`src/rtl/seq_shifter_if.sv`:
```
// Start/busy/done handshake and operand/result bus for the multi-cycle shifter.
// The controller drives the request side; the shifter drives the status/result side.
interface seq_shifter_if #(
  parameter int WIDTH = 16,
  parameter int AMT_W = 4
);
  logic             start;
  logic [WIDTH-1:0] in;
  logic [1:0]       shift;
  logic [AMT_W-1:0] amt;
  logic             busy;
  logic             done;
  logic [WIDTH-1:0] sout;

  modport master (output start, in, shift, amt, input  busy, done, sout);
  modport slave  (input  start, in, shift, amt, output busy, done, sout);
endinterface

```
`src/rtl/seq_shifter.sv`:
```
// Multi-cycle shifter: moves the operand one bit position per clock for amt steps.
// Uses the datapath shift-op encoding and exposes a Moore busy/done handshake.
module seq_shifter #(
  parameter int WIDTH = 16,
  parameter int AMT_W = 4
) (
  input  logic         clk,
  input  logic         reset,
  seq_shifter_if.slave bus
);

  typedef enum logic [1:0] {OP_PASS = 2'b00, OP_SHL = 2'b01, OP_SHR = 2'b10, OP_SAR = 2'b11} op_e;
  typedef enum logic [1:0] {S_IDLE, S_SHIFT, S_DONE} state_e;

  typedef struct packed {
    logic [WIDTH-1:0] work;
    op_e              op;
    logic [AMT_W-1:0] cnt;
  } job_t;

  state_e           state_q, state_d;
  job_t             job_q, job_d;
  logic [WIDTH-1:0] sout_q, sout_d;

  function automatic logic [WIDTH-1:0] step(input logic [WIDTH-1:0] w, input op_e op);
    case (op)
      OP_SHL:  step = {w[WIDTH-2:0], 1'b0};
      OP_SHR:  step = {1'b0, w[WIDTH-1:1]};
      OP_SAR:  step = {w[WIDTH-1], w[WIDTH-1:1]};
      default: step = w;
    endcase
  endfunction

  always_comb begin
    state_d = state_q;
    job_d   = job_q;
    sout_d  = sout_q;
    unique case (state_q)
      S_IDLE: begin
        // Only a definite 1 leaves IDLE; an unknown start falls to the idle path.
        if (bus.start == 1'b1) begin
          job_d.work = bus.in;
          job_d.op   = op_e'(bus.shift);
          job_d.cnt  = bus.amt;
          if (bus.amt == '0 || bus.shift == 2'b00) begin
            sout_d  = bus.in;
            state_d = S_DONE;
          end else begin
            state_d = S_SHIFT;
          end
        end
      end
      S_SHIFT: begin
        job_d.work = step(job_q.work, job_q.op);
        job_d.cnt  = job_q.cnt - AMT_W'(1);
        if (job_q.cnt == AMT_W'(1)) begin
          sout_d  = step(job_q.work, job_q.op);
          state_d = S_DONE;
        end
      end
      S_DONE:  state_d = S_IDLE;
      default: state_d = S_IDLE;
    endcase
  end

  always_ff @(posedge clk or negedge reset) begin
    if (!reset) begin
      state_q <= S_IDLE;
      job_q   <= '0;
      sout_q  <= '0;
    end else begin
      state_q <= state_d;
      job_q   <= job_d;
      sout_q  <= sout_d;
    end
  end

  assign bus.busy = (state_q != S_IDLE);
  assign bus.done = (state_q == S_DONE);
  assign bus.sout = sout_q;

endmodule
```
`src/flat_wrapper.sv`:
```
// flat-port wrapper written by rule: the top's interface ports become plain ports
module seq_shifter_flat 
#(
  parameter int WIDTH = 16,
  parameter int AMT_W = 4
)
  (clk, reset, bus_start, bus_in, bus_shift, bus_amt, bus_busy, bus_done, bus_sout);
  seq_shifter_if #(.WIDTH(WIDTH), .AMT_W(AMT_W)) bus_i ();
  input  logic clk;
  input  logic reset;
  input wire logic [$bits(bus_i.start)-1:0] bus_start;
  input wire logic [$bits(bus_i.in)-1:0] bus_in;
  input wire logic [$bits(bus_i.shift)-1:0] bus_shift;
  input wire logic [$bits(bus_i.amt)-1:0] bus_amt;
  output wire logic [$bits(bus_i.busy)-1:0] bus_busy;
  output wire logic [$bits(bus_i.done)-1:0] bus_done;
  output wire logic [$bits(bus_i.sout)-1:0] bus_sout;
  assign bus_i.start = bus_start;
  assign bus_i.in = bus_in;
  assign bus_i.shift = bus_shift;
  assign bus_i.amt = bus_amt;
  assign bus_busy = bus_i.busy;
  assign bus_done = bus_i.done;
  assign bus_sout = bus_i.sout;
  seq_shifter #(.WIDTH(WIDTH), .AMT_W(AMT_W)) u_core (.clk(clk), .reset(reset), .bus(bus_i));
endmodule
```
`config.mk`:
```
export PLATFORM = sky130hd
export DESIGN_NAME = seq_shifter_flat
export DESIGN_NICKNAME = d
export VERILOG_FILES = /design/src/rtl/seq_shifter_if.sv /design/src/rtl/seq_shifter.sv /design/src/flat_wrapper.sv
export SDC_FILE = /design/constraint.sdc
export NUM_CORES = 1
export LEC_CHECK = 0
export BUFFER_PORTS_ARGS = -buffer_cell sky130_fd_sc_hd__buf_2
export CELL_PAD_IN_SITES_DETAIL_PLACEMENT = 0
export CELL_PAD_IN_SITES_GLOBAL_PLACEMENT = 1
export CORE_MARGIN = 1
export CORE_UTILIZATION = 27
export CTS_BUF_LIST = sky130_fd_sc_hd__clkbuf_16
export DETAILED_ROUTE_END_ITERATION = 8
export GPL_ROUTABILITY_DRIVEN = 0
export HOLD_SLACK_MARGIN = 0.12
export PLACE_DENSITY = 0.53
export RECOVER_POWER = 25
export REMOVE_ABC_BUFFERS = 1
export SLEW_MARGIN = 20
export SYNTH_ARGS = -nofsm -noshare
export SYNTH_HDL_FRONTEND = slang
export SYNTH_SLANG_ARGS = --single-unit
```
`constraint.sdc`:
```
create_clock -name clk -period 4.4 [get_ports clk]
set_clock_uncertainty 0.05 [all_clocks]
set_input_delay 0.88 -clock clk [delete_from_list [all_inputs] [get_ports clk]]
set_output_delay 0.88 -clock clk [all_outputs]
set_load 0.02 [all_outputs]
```
==> out/qor_table.md <==
| Quantity | Value | Unit |
|---|---|---|
| Endpoint class of the critical path | asynchronous set/reset pin | - |
| Number of max-cap violations | 1 | - |
| Data required time at the worst endpoint | 4.41 | ns |
| Critical Path Max Stage Delay | 1.31 | ns |
| Result of the run | finished with violations | - |
| Count of fill cells added during filler insertion | 891 | - |
| Sequential element share of the synthesized area | 43.31 | % |
| Synthesis warning total | 0 | - |
| Startpoint Class | input pin | - |
| Number of nets with antenna violations after detailed routing | 0 | - |
| IO buf count | 42 | - |
| Relative contribution of sequential cells to total power | 36.7 | % |
| Detailed-route DRC error count | 0 | - |
| Master of the slowest instance on the critical path | clkbuf_1 | - |
| Maximum number of pins on one net before global-route repair | 41 | - |
| Worst Setup Path Type | in2async | - |
| Maximum buffer depth of the clock tree | 2 | - |
| Critical Path Stages | 2 | - |
| Depth of the worst register-to-register path | 4 | - |
| Hpwl dp | 3418 | um |
| Cell type group with the largest total delay on the critical path | buffers and inverters | - |
| Synthesized instance count | 226 | - |
| Min Tclk post-route | 2.667 | ns |
| Area of combinational cells with multiple inputs | 0.001224 | sq mm |
| Leakage | 0.001230 | uW |
| Number of top-level design ports | 43 | - |
| Number of buffer and inverter instances along the worst setup path | 2 | - |
| Netlist area before placement | 0.002311 | sq mm |
| Highest attainable clock frequency | 375.0 | MHz |
| Relative max-transition margin | -15.57 | % |
| Worst-case vdd ir drop | 0.2367 | mV |
| Number of cells on the worst hold path | 1 | - |
| Power density over cell area | 780.8 | mW/mm^2 |
| CTS H-Tree Depth | 2 | - |
| Share of final-layout standard cells stronger than drive strength 1 | 32.70 | % |
| Floorplan row count | 33 | - |
| Count of cell types in the netlist | 26 | - |
| Die footprint | 0.008933 | sq mm |
| Final setup violating endpoints | 0 | - |
| Final Routed Wirelength | 5308 | um |
| First-pass iteration count of the detailed router | 4 | - |
| Final Hold Vio Count | 0 | - |
| Critical path arrival | 2.68 | ns |
| Worst skew pair latency | 0.28 | ns |
| Number of buffers created by CTS | 5 | - |
| Fin nets | 290 | - |
| Worst min path class | reg2reg | - |
| Cell at the root of the clock tree | clkbuf_16 | - |
| Violations in the final reports | max-capacitance violations, max-slew violations | - |
| Total negative slack | 0 | ns |
| Final critical-path share of the clock period | 60.61 | % |
| Net Switching | 874.0 | uW |
| Die span in x | 94.52 | um |
| Syn-to-layout area delta | 18.19 | % |
| Clock transition time at the flip-flop clock pins of the worst setup and hold paths | 0.06 | ns |
| RSZ-0062 raised after global routing | no | - |
| Total number of vias | 1746 | - |
| Vias in the first global route | 1725 | - |
| Chip height | 94.52 | um |
| Flip-flop and latch count after synthesis | 40 | - |
| CTS Hold Bufs | 0 | - |
| CTS sink cnt | 40 | - |
| Register Area | 0.001001 | sq mm |
| Design internal power | 1259 | uW |
| Cells along the critical path | clkbuf_1, clkbuf_1 | - |
| Drt wl/cell | 14.42 | um |
| Share of total power consumed by net switching | 40.98 | % |
| Global Route Usage Sum | 12.62 | % |
| CTS tree | built | - |
| Post-CTS resize count | 0 | - |
| Utilization after layout | 33.08 | % |
| Final global-route overflow total | 0 | - |
| Clock share of power | 16.2 | % |
| Critical Path Most Common Cell | clkbuf_1 | - |
| Number of diodes added for antenna fixing | 0 | - |
| Biggest fanout along the worst timing path | 30 | - |
| Via count normalized by instance count | 4.745 | - |
| Combinational group share of total power | 47.1 | % |
| Number of slew-limit violations in the final report | 31 | - |
| Area of the core | 0.008258 | sq mm |
| Syn avg cell area | 10.23 | sq um |
| Wire length of the first global-routing pass | 8721 | um |
| 1st-iter DRT viols | 67 | - |
| Initial Utilization | 27.98 | % |
| Pin slew with the least headroom to its limit | 1.734 | ns |
| Initial antenna violation count | 0 | - |
| Post CTS Setup Buffer Count | 0 | - |
[cell type report]
cell class | instances | share of cell area [%]
multi-input combinational | 167 | 44.80
inverter | 4 | 0.5497
tap | 105 | 4.810
clock buffer | 5 | 4.581
timing repair buffer | 45 | 8.337
clock inverter | 2 | 0.2749
sequential | 40 | 36.65
[cells in the final DEF, fill, tap and decap left out, types with 3 or more instances in the layout]
cell       synthesis  routed
clkbuf_16          0       5
mux2_4             9       9
nand3_1            3       3
mux2i_1           14      14
a21oi_1            6       6
o211ai_1          14      14
dfrtp_1           40      40
o22ai_1            4       4
nand2_1           36      36
o21ai_0           17      17
mux2_2            24      24
inv_1              4       4
nor2_1            11      11
buf_2              7      41
nand2b_1          16      16
[power by group through the flow]
stage                     combinational, uW  sequential, uW  clock [uW]
after floorplan                         678             823           0
after global placement                 1010             792           0
after detailed placement               1020             787           0
after CTS                              1020             785         361
after global routing                   1120             817         377
final                                  1000             783         345
[worst paths after layout]
kind,startpoint,end,slack (ns)
max reg2reg,u_core.state_q[0],u_core.bus.sout[15],2.08
min reg2reg,u_core.bus.sout[10],u_core.bus.sout[10],0.45
min in group asynchronous,reset,u_core.bus.sout[7],0.54
max in group clk,u_core.state_q[0],u_core.bus.sout[15],2.08
max,reset,u_core.bus.sout[1],1.73
min,u_core.bus.sout[10],u_core.bus.sout[10],0.45
[flip-flops by register name (all words and copies together), names as in the netlist]
| name | cells |
|---|---|
| u_core.job_q | 22 |
| u_core.bus.sout | 16 |
| u_core.state_q | 2 |
[metal layers]
layer  wire (um)  up-vias  track usage [%]  part of all wire [%]
li1            -      870                -                     -
met1        2623      842            16.19                    49
met5           0        -                0                     0
met4          50        0            3.788                  0.94
met3         174        5            2.738                   3.3
met2        2461       29            21.20                    46
[stage by stage]
stage | hold WS [ns] | power [uW] | area (sq um) | worst slack (ns) | instances
final | 0.4514 | 2133 | 2731 | 1.733 | 368
after global routing | 0.4691 | 2317 | 2731 | 1.263 | 368
after CTS | 0.4572 | 2170 | 2724 | 2.010 | 367
after detailed placement | 0.4376 | 1806 | 2591 | 1.808 | 360
after global placement | 0.4387 | 1805 | 2591 | 1.809 | 360
after floorplan | 0.4307 | 1501 | 2230 | 1.911 | 211
[cell usage after synthesis, drive strengths merged]
library cell | n | area [sq um]
dfrtp | 40 | 1001
mux2 | 33 | 405.4
clkbuf | 6 | 22.52
o21ai | 17 | 85.08
inv | 4 | 15.01
nand2b | 16 | 100.1
nor2b | 2 | 12.51
buf | 9 | 58.80
nor4 | 1 | 12.51
o22ai | 4 | 25.02
mux2i | 14 | 140.1
ha | 2 | 25.02
nand3 | 3 | 15.01
nor3 | 1 | 5.000
a21oi | 6 | 30.03
a31oi | 2 | 12.51
nor2 | 11 | 41.29
a221oi | 2 | 17.52
o32ai | 1 | 27.53
o22a | 2 | 18.77
o211ai | 14 | 105.1
nand2 | 36 | 135.1
[worst register-to-register path, delay by kind of cell, from the launching register on]
kind / cells / cell delay (ns)
buffers and inverters: 1 / 0.34
multiplexers: 1 / 0.38
AND/OR/NAND/NOR: 1 / 0.59
flip-flops: 1 / 0.57
AO/OA/AOI/OAI: 1 / 0.27
[cells by family (layout without fill, tap and decap cells)]
kind of cell	after synthesis	after routing	synth area share (%)
AO/OA/AOI/OAI	48	48	13.91
adder cells (fa/ha/maj)	2	2	1.083
buffers and inverters	19	56	4.168
flip-flops	40	40	43.31
multiplexers	47	47	23.61
AND/OR/NAND/NOR	70	70	13.91
No activity file was read; power rests on OpenSTA's default activity.
